$ cat config.mk
export PLATFORM = sky130hd
export DESIGN_NAME = cm_age_sched
export DESIGN_NICKNAME = d
export VERILOG_FILES = /design/src/rtl/cm_pkg.sv /design/src/rtl/cm_arbiter.sv /design/src/rtl/cm_age_sched.sv
export SDC_FILE = /design/constraint.sdc
export NUM_CORES = 1
export LEC_CHECK = 0
export BUFFER_PORTS_ARGS = -buffer_cell sky130_fd_sc_hd__buf_2
export CAP_MARGIN = 20
export CORE_MARGIN = 2
export CORE_UTILIZATION = 54
export CTS_BUF_LIST = sky130_fd_sc_hd__clkbuf_4
export CTS_CLUSTER_SIZE = 25
export DETAILED_ROUTE_END_ITERATION = 7
export PLACE_DENSITY = 0.76
export RECOVER_POWER = 25
export SYNTH_ARGS = -nofsm -noshare
export SYNTH_HDL_FRONTEND = slang
export SYNTH_SLANG_ARGS = --single-unit
$ cat constraint.sdc
create_clock -name i_clk -period 4.39 [get_ports i_clk]
set_input_delay 0.6585 -clock i_clk [delete_from_list [all_inputs] [get_ports i_clk]]
set_output_delay 0.6585 -clock i_clk [all_outputs]
set_load 0.02 [all_outputs]
$ cat src/rtl/cm_pkg.sv
// Shared types and helpers for the cm_* scheduling blocks.
// Latency: n/a (declarations only).
// Backpressure: n/a.
//
// Contents: scheduler FSM state enum, arbiter selection algorithm enum,
// and sclog2(), a clog2 that never returns less than 1 (safe for index widths).
package cm_pkg;

  typedef enum logic [1:0] {
    IDLE,
    WAIT,
    GRANT
  } t_sched_state;

  typedef enum logic {
    ARB_MAX,
    ARB_MIN
  } t_arb_algo;

  function automatic int sclog2(input int n);
    return (n <= 2) ? 1 : $clog2(n);
  endfunction

endpackage

$ cat src/rtl/cm_arbiter.sv
// Pipelined weighted arbiter: picks the requester with the max (or min) weight.
// Latency: REG_CNT cycles from i_req/i_dat to o_vld/o_gnt.
// Backpressure: none; one result per launched request vector, no stalls.
//
// Ports:
//   i_clk, i_rst    clock, asynchronous active-low reset
//   i_req [DCNT]    request vector sampled this cycle
//   i_dat           packed per-requester weights, DWIDTH bits each
//   o_vld           a result is presented this cycle
//   o_gnt           index of the winning requester
module cm_arbiter
  import cm_pkg::*;
#(
  parameter int        DCNT    = 4,
  parameter int        DWIDTH  = 5,
  parameter int        REG_CNT = 2,
  parameter t_arb_algo ALGO    = ARB_MAX
) (
  input  logic                     i_clk,
  input  logic                     i_rst,
  input  logic [DCNT-1:0]          i_req,
  input  logic [DCNT*DWIDTH-1:0]   i_dat,
  output logic                     o_vld,
  output logic [sclog2(DCNT)-1:0]  o_gnt
);

  localparam int IW = sclog2(DCNT);

  logic              sel_vld;
  logic [IW-1:0]     sel_idx;
  logic [DWIDTH-1:0] best;
  logic [DWIDTH-1:0] cur;
  logic              better;

  // Linear scan; a strict compare keeps the lowest index on ties.
  always_comb begin
    sel_vld = 1'b0;
    sel_idx = '0;
    best    = '0;
    cur     = '0;
    better  = 1'b0;
    for (int i = 0; i < DCNT; i++) begin
      cur    = i_dat[i*DWIDTH +: DWIDTH];
      better = (ALGO == ARB_MAX) ? (cur > best) : (cur < best);
      if (i_req[i] && (!sel_vld || better)) begin
        sel_vld = 1'b1;
        sel_idx = IW'(i);
        best    = cur;
      end
    end
  end

  logic          vld_q [REG_CNT];
  logic [IW-1:0] idx_q [REG_CNT];

  always_ff @(posedge i_clk or negedge i_rst) begin
    if (!i_rst) begin
      for (int s = 0; s < REG_CNT; s++) begin
        vld_q[s] <= 1'b0;
        idx_q[s] <= '0;
      end
    end else begin
      vld_q[0] <= sel_vld;
      idx_q[0] <= sel_idx;
      for (int s = 1; s < REG_CNT; s++) begin
        vld_q[s] <= vld_q[s-1];
        idx_q[s] <= idx_q[s-1];
      end
    end
  end

  assign o_vld = vld_q[REG_CNT-1];
  assign o_gnt = idx_q[REG_CNT-1];

endmodule

$ cat src/rtl/cm_age_sched.sv
// Aging priority scheduler: one shared resource, weight {prio, age} per requester.
// Latency: launch -> grant visible after REG_CNT+1 cycles; release -> grant drop in 1.
// Backpressure: grant held until i_rel (or hold timeout); requests wait while busy.
//
// Ports:
//   i_clk, i_rst  clock, asynchronous active-low reset
//   i_req         per-requester request level
//   i_prio        packed static priority per requester, higher wins
//   i_rel         owner releases the resource (pulse, honoured in GRANT only)
//   o_gnt         one-hot grant, o_gnt_idx its index
//   o_busy        scheduler not idle
//   o_timeout     one-cycle pulse on forced release
// Build option: define CM_AGE_SCHED_TIMEOUT_EN to force release after HOLD_MAX
// grant cycles; otherwise the grant is held indefinitely and o_timeout is 0.
module cm_age_sched
  import cm_pkg::*;
#(
  parameter int DCNT     = 4,
  parameter int PWIDTH   = 2,
  parameter int AWIDTH   = 3,
  parameter int REG_CNT  = 2,
  parameter int HOLD_MAX = 16
) (
  input  logic                     i_clk,
  input  logic                     i_rst,
  input  logic [DCNT-1:0]          i_req,
  input  logic [DCNT*PWIDTH-1:0]   i_prio,
  input  logic                     i_rel,
  output logic [DCNT-1:0]          o_gnt,
  output logic [sclog2(DCNT)-1:0]  o_gnt_idx,
  output logic                     o_busy,
  output logic                     o_timeout
);

  localparam int             IW      = sclog2(DCNT);
  localparam int             DW      = PWIDTH + AWIDTH;
  localparam logic [AWIDTH-1:0] AGE_MAX = '1;

  t_sched_state      state_q, state_d;
  logic [AWIDTH-1:0] age_q [DCNT];

  logic [DCNT-1:0]    arb_req;
  logic [DCNT*DW-1:0] arb_dat;
  logic               arb_vld;
  logic [IW-1:0]      arb_idx;

  logic               cap;
  logic               rel;
  logic               hold_expire;
  logic [DCNT-1:0]    gnt_onehot;

  always_comb begin
    arb_dat = '0;
    for (int i = 0; i < DCNT; i++) begin
      arb_dat[i*DW +: DW] = {i_prio[i*PWIDTH +: PWIDTH], age_q[i]};
    end
  end

  cm_arbiter #(
    .DCNT    (DCNT),
    .DWIDTH  (DW),
    .REG_CNT (REG_CNT),
    .ALGO    (ARB_MAX)
  ) u_arb (
    .i_clk (i_clk),
    .i_rst (i_rst),
    .i_req (arb_req),
    .i_dat (arb_dat),
    .o_vld (arb_vld),
    .o_gnt (arb_idx)
  );

  // The arbiter only sees requests in the single launch cycle, so exactly one
  // result is in flight while in WAIT. The winner is re-validated against the
  // live request vector because it may have dropped during the pipeline delay.
  always_comb begin
    state_d = state_q;
    arb_req = '0;
    cap     = 1'b0;
    rel     = 1'b0;
    unique case (state_q)
      IDLE: begin
        if (|i_req) begin
          arb_req = i_req;
          state_d = WAIT;
        end
      end
      WAIT: begin
        if (arb_vld) begin
          if (i_req[arb_idx]) begin
            cap     = 1'b1;
            state_d = GRANT;
          end else begin
            state_d = IDLE;
          end
        end
      end
      GRANT: begin
        if (i_rel || hold_expire) begin
          rel     = 1'b1;
          state_d = IDLE;
        end
      end
      default: state_d = IDLE;
    endcase
  end

  always_comb begin
    gnt_onehot          = '0;
    gnt_onehot[arb_idx] = 1'b1;
  end

  always_ff @(posedge i_clk or negedge i_rst) begin
    if (!i_rst) begin
      state_q   <= IDLE;
      o_gnt     <= '0;
      o_gnt_idx <= '0;
      o_busy    <= 1'b0;
      for (int i = 0; i < DCNT; i++) begin
        age_q[i] <= '0;
      end
    end else begin
      state_q <= state_d;
      o_busy  <= (state_d != IDLE);
      if (cap) begin
        o_gnt     <= gnt_onehot;
        o_gnt_idx <= arb_idx;
        // Winner restarts; waiting requesters age; absent ones lose history.
        for (int i = 0; i < DCNT; i++) begin
          if (IW'(i) == arb_idx) begin
            age_q[i] <= '0;
          end else if (i_req[i]) begin
            age_q[i] <= (age_q[i] == AGE_MAX) ? age_q[i] : age_q[i] + 1'b1;
          end else begin
            age_q[i] <= '0;
          end
        end
      end else if (rel) begin
        o_gnt     <= '0;
        o_gnt_idx <= '0;
      end
    end
  end

`ifdef CM_AGE_SCHED_TIMEOUT_EN
  localparam int HW = sclog2(HOLD_MAX);

  logic [HW-1:0] hold_cnt;

  // A release on the limit cycle wins, so no timeout pulse in that case.
  assign hold_expire = (state_q == GRANT) && (hold_cnt == HW'(HOLD_MAX - 1)) && !i_rel;

  always_ff @(posedge i_clk or negedge i_rst) begin
    if (!i_rst) begin
      hold_cnt  <= '0;
      o_timeout <= 1'b0;
    end else begin
      o_timeout <= hold_expire;
      if (state_q == GRANT) begin
        hold_cnt <= hold_cnt + 1'b1;
      end else begin
        hold_cnt <= '0;
      end
    end
  end
`else
  logic unused_hold_max;

  assign unused_hold_max = |32'(HOLD_MAX);
  assign hold_expire     = 1'b0;
  assign o_timeout       = 1'b0;
`endif

endmodule

==> metrics.txt, run 1 <==
Cell variety after synth 38; final setup violation count 2; Syn-to-layout area delta 28.9%; R2R depth 19; PortBufs 21; share of cells above drive strength 1 0.398; Multi-input gate area 1210 sq um; critical path fanouts, max 6; post-route antenna net violation count 0; crit start category flip-flop; Area contributors post-synth dfrtp_1, ha_1, mux2_2; Hold Fails Final Rpt 0; Layout fillers 228; count of final max-slew check failures 0; Die X 60.6 um; mean area per synthesized cell 10.2 sq um; Hold Path Depth 0; status finished with violations; Synth Register Bits 27; Post-Route WL 4.13 mm; Via density 5.64; PwrDens 580 nW/um^2; ANT cells 0; TritonCTS Buffers 3; Synth top cells by count dfrtp_1, ha_1, inv_1; Final period util 1.02; syn nets 207; top-area cell type share of the netlist area 0.391; FMAX 0.224 GHz; Final TNS setup -111 ps; worst-case clock buffer depth 2; # IOs 23; TritonCTS clock tree built; Worst-path clk slew 150 ps; H-tree levels 1; GRT Total Usage 0.205; clock skew 6.24 ps; Post-Synthesis Cells 169; worst setup path start state_q[0]; relative slew slack 0.0607; hold_buf cts 0; Worst Max-Slew Pin Slew 1410 ps; first-pass GRT wire length 5.64 mm; RSZ-0062 raised after global routing true; failing checks setup timing; nets@finish 240; Initial Util 0.566; max cap viols 0; Worst IR Drop VDD 0.283 mV; most frequent cell after synthesis dfrtp_1; largest net degree at the start of global routing 28; DP Wirelength 2.73 mm; Pleak 0.00106 uW; synth warn 0; Post-synth EDFFs 0; Worst setup EP type flip-flop; WL/cell 16.8 um; crit path time final 4460 ps; vias in the first global route 1330; initial drt markers 66; launching point of the worst reg2reg path state_q[0]; 1st-pass router iterations 4; Placed Instances 236; root buf cell clkbuf_4; Cell Rows 20; async set-reset flop share out of synthesis 1.00; Worst EP arrival 4700 ps; register area 676 sq um; type of the most critical hold path flip-flop to flip-flop; setup ws final -69.8 ps; Crit path required time 4630 ps; DRC violations left 0; clock latency on the worst-skew pair 340 ps; Hold Path Origin u_arb.vld_q[1]; Cell Count, Final, Fillers Out 245; Place WS -214 ps; Synth area leader dfrtp_1; Crit Path Class flip-flop to flip-flop; initial antenna violation count 0; Fin Hold WS 372 ps; global placement routability congestion 0.804; sequential-to-total area share from yosys stat 0.391; Top FF cell, synth dfrtp_1; Post-Syn Area 1730 sq um; Total Power 1290 uW; clk sinks 27; GRT overflow 0; Die Area 3670 sq um; Via Count 1383; Core ar. 3050 sq um; chip height 60.6 um
-- kinds of logic after synthesis --
logic type               synth area share
buffers and inverters              0.0601
AO/OA/AOI/OAI                       0.151
AND/OR/NAND/NOR                     0.126
other                             0.00217
multiplexers                        0.104
adder cells (fa/ha/maj)             0.166
flip-flops                          0.391
-- path summary, 6_finish.rpt --
path                            slack, ps        endpoint
worst min-delay path                  370     u_arb.o_vld
worst max register to register        -70  u_arb.idx_q[2]
worst min register to register        370     u_arb.o_vld
min in group asynchronous             610        o_gnt[1]
max in group asynchronous            2970      state_q[1]
worst max-delay path                  -70  u_arb.idx_q[2]
-- registers in the layout, indices dropped and copies added (netlist names) --
signal and count:
age_q 12, o_busy 1, o_gnt 4, o_gnt_idx 2
state_q 2, u_arb.idx_q 2, u_arb.o_gnt 2, u_arb.o_vld 1
u_arb.vld_q 1
-- what timing repair did --
item                                    in CTS  in global routing
gates resized for setup                      1                 40
buffers inserted                             2                  3
pin swaps                                    2                 13
endpoints found under the setup margin       2                  2
-- per-stage QoR --
stage                      util  cell area (sq um)
after floorplan               -               1730
final                     0.730               2230
after detailed placement  0.624               1910
after CTS                 0.639               1950
after global routing      0.730               2230
after global placement    0.624               1910
-- final cells by class --
type	count	share of cell area
sequential	27	0.303
clock inverter	1	0.00224
tap	44	0.0247
multi-input combinational	118	0.543
timing repair buffer	32	0.0836
clock buffer	3	0.0101
inverter	20	0.0337
-- power by group --
group	internal (uW)	leakage [uW]	total, uW	switching (uW)
clock	34.4	0.0000177	114	79.6
sequential	346	0.000354	437	90.9
combinational	360	0.000686	743	382
-- metal layers --
metal | up-vias | track usage | share of wire
met2 | 21 | 0.356 | 0.53
met1 | 674 | 0.248 | 0.43
met4 | 0 | 0.0963 | 0.021
met5 | - | 0 | 0
li1 | 679 | - | -
met3 | 9 | 0.0299 | 0.019
-- cell usage in the layout, fill, tap and decap left out, types with 5 or more instances in the layout --
cell / n
a22o_1: 8
buf_2: 20
buf_4: 11
dfrtp_1: 27
ha_1: 12
ha_4: 11
inv_1: 20
mux2_2: 5
mux2_4: 9
nand2_1: 10
nand3_1: 7
o21ai_0: 8
-- critical path, cell delays in order, from the launching register on --
cell and delay (ps):
dfrtp_1 450, nor2_4 270, nand3_2 160, ha_4 300
nand4_1 180, o211a_1 290, o21ai_1 80, buf_4 180
mux2_4 340, ha_4 280, a21oi_1 80, o221ai_2 160
o2111a_2 340, mux2_4 340, ha_4 270, nand3_2 90
nor2_4 130, o21ai_1 70, o211ai_1 230, o21ai_1 100
(Power assumes the default switching activity.)
==> inputs of run 2 (changes only) <==
--- a/config.mk
+++ b/config.mk
@@ -12,6 +12,7 @@
 export CTS_BUF_LIST = sky130_fd_sc_hd__clkbuf_4
 export CTS_CLUSTER_SIZE = 25
 export DETAILED_ROUTE_END_ITERATION = 7
+export MAX_ROUTING_LAYER = met4
 export PLACE_DENSITY = 0.76
 export RECOVER_POWER = 25
 export SYNTH_ARGS = -nofsm -noshare
==> run 2 against run 1 <==
Maximum frequency increased by 1.4%. Sequential power rose by 1%. Clock power barely moved. Via count is 5.4% higher. Critical path type unchanged. The flow still finishes with violations (setup timing). Critical endpoint unchanged. Highest routed layer unchanged. Utilization decreased by 0.25 points. Routed wire length up 14%. Die area unchanged.
==> metrics.txt, run 2 (synthesized netlist as in run 1, its figures left out) <==
Syn-to-layout area delta 28.5%; Hold Fails Final Rpt 0 (unchanged); Worst IR Drop VDD 0.351 mV (+24%); Combinational Power Share 0.586 (+0.012); TritonCTS clock tree built; clock latency on the worst-skew pair 350 ps (about the same); share of cells above drive strength 1 0.400 (+0.00199); Clock power frac 0.086 (-0.002); ANT cells 0 (unchanged); DP Wirelength 2.75 mm (+0.81%); H-tree levels 1 (unchanged); worst setup path start state_q[0]; critical path fanouts, max 7 (+1); vias in the first global route 1382 (+3.9%); nets@finish 239 (-0.42%); clock skew 12.8 ps (+6.56 ps); count of final max-slew check failures 0 (unchanged); post-route antenna net violation count 0 (unchanged); Pleak 0.00103 uW (-2.2%); Layout fillers 217 (-4.8%); GRT overflow 0 (unchanged); FMAX 0.227 GHz (+1.4%); crit path time final 4400 ps (-62.1 ps); setup ws final -7.61 ps (+62.1 ps); Initial Util 0.566 (unchanged); max cap viols 0 (unchanged); Die Area 3670 sq um (unchanged); most common cell after layout, fill and taps aside dfrtp_1; Fin Hold WS 362 ps (-10.0 ps); Final period util 1.00 (-0.0142); Hold Path Origin u_arb.idx_q[2]; crit start category flip-flop; TritonCTS Buffers 3 (unchanged); chip height 60.6 um (unchanged); Reg power frac 0.328 (-0.010); launching point of the worst reg2reg path state_q[0]; Via Count 1458 (+5.4%); Worst Max-Slew Pin Slew 1410 ps (-1.98 ps); Worst-path clk slew 160 ps (about the same); worst-case clock buffer depth 2 (unchanged); initial drt markers 108 (+64%); 1st-pass router iterations 4 (unchanged); cell-internal power 759 uW (+2.4%); first-pass GRT wire length 6.35 mm (+13%); Post-Route WL 4.71 mm (+14%); Worst setup EP type flip-flop; Reg with most FFs age_q; P_sw 591 uW (+6.9%); Via density 5.98 (+5.9%); relative slew slack 0.0620 (+0.00132); PortBufs 21 (unchanged); Cell Rows 20 (unchanged); status finished with violations; most frequent cells in the layout dfrtp_1, inv_1, buf_2; top flop regs age_q: 12 flops, o_gnt: 4 flops; type of the most critical hold path flip-flop to flip-flop; DRC violations left 0 (unchanged); root buf cell clkbuf_4; max FFs per register 12 (unchanged); clk sinks 27 (unchanged); initial antenna violation count 0 (unchanged); WL/cell 19.3 um (+15%); Placed Instances 233 (-1.3%); Die X 60.6 um (unchanged); final setup violation count 1 (-1); Crit Path Class flip-flop to flip-flop; Worst EP arrival 4630 ps (-70 ps); hold_buf cts 0 (unchanged); PwrDens 608 nW/um^2 (+4.7%); Core ar. 3050 sq um (unchanged); GRT Total Usage 0.249 (+0.0441); Switching Share 0.438 (+0.0105); largest net degree at the start of global routing 28 (unchanged); Cell Count, Final, Fillers Out 244 (-0.41%); # IOs 23 (unchanged); global placement routability congestion 0.834 (+3.7%); Crit path required time 4620 ps (about the same); RSZ-0062 raised after global routing true; failing checks setup timing
-- run 2: changes by cell type in the layout (fill, tap and decap cells not counted), sizes merged --
cell,previous run,this run
clkinvlp,0,1
clkinv,1,0
buf,31,30
-- run 2: metal layers --
| layer | part of all wire | vias up | GRT usage |
|---|---|---|---|
| met4 | 0.033 | 0 | 0.0994 |
| li1 | - | 674 | - |
| met5 | 0 | - | - |
| met3 | 0.042 | 18 | 0.0490 |
| met2 | 0.53 | 50 | 0.430 |
| met1 | 0.39 | 716 | 0.281 |
-- run 2: power groups by stage --
stage,logic [uW],clock network (uW),registers [uW]
finish,792,116,443
global route,858,128,455
CTS,609,113,431
detailed placement,539,0,438
global placement,508,0,430
floorplan,373,0,453
-- run 2: what timing repair did --
item	in CTS	in global routing
hold endpoints to repair	0	0
pin swaps	5	16
gates resized for setup	13	28
setup endpoints to repair	2	2
buffers inserted	4	3
-- run 2: through the flow --
stage	utilization	area [sq um]	TNS, ps	power [uW]	setup slack, ps
after floorplan	-	1730	0	825	25.8
after global routing	0.728	2220	-288	1440	-160
after detailed placement	0.617	1880	-360	978	-205
final	0.728	2220	-7.61	1350	-7.61
after global placement	0.617	1880	-9.75	938	-9.75
after CTS	0.660	2020	0	1150	2.09
-- run 2: worst paths after layout --
kind / endpoint / slack (ps) / cells past startpoint
worst max-delay path: u_arb.idx_q[2] / -8 / 20
worst min-delay path: u_arb.o_gnt[0] / 360 / 0
worst max register to register: u_arb.idx_q[2] / -8 / 20
worst min register to register: u_arb.o_gnt[0] / 360 / 0
max in group asynchronous: age_q[4] / 2970 / 1
min in group asynchronous: o_gnt_idx[0] / 590 / 1
-- run 2: worst max-delay path, cell delays in order (launching register included) --
cell and delay (ps):
dfrtp_1 460, nor2_4 270, nand3_2 160, ha_4 300, nand4_1 120, o211a_1 230, o21ai_1 70, buf_4 170
mux2_4 330, ha_4 300, nand3_4 90, o221ai_2 170, o2111a_2 310, buf_6 130, mux2_4 310, ha_4 270
nand3_4 70, nor2_4 130, a211oi_2 50, o211ai_1 230, o21ai_1 110
-- run 2: layout make-up --
class                   instances  area (sq um)  area share
well taps                      44          55.1      0.0248
clock inverters                 1          7.51     0.00338
clock buffers                   3          22.5      0.0101
flip-flops and latches         27           676       0.304
inverters                      20          75.1      0.0338
multi-input cells             118          1200       0.540
repair buffers                 31           186      0.0839
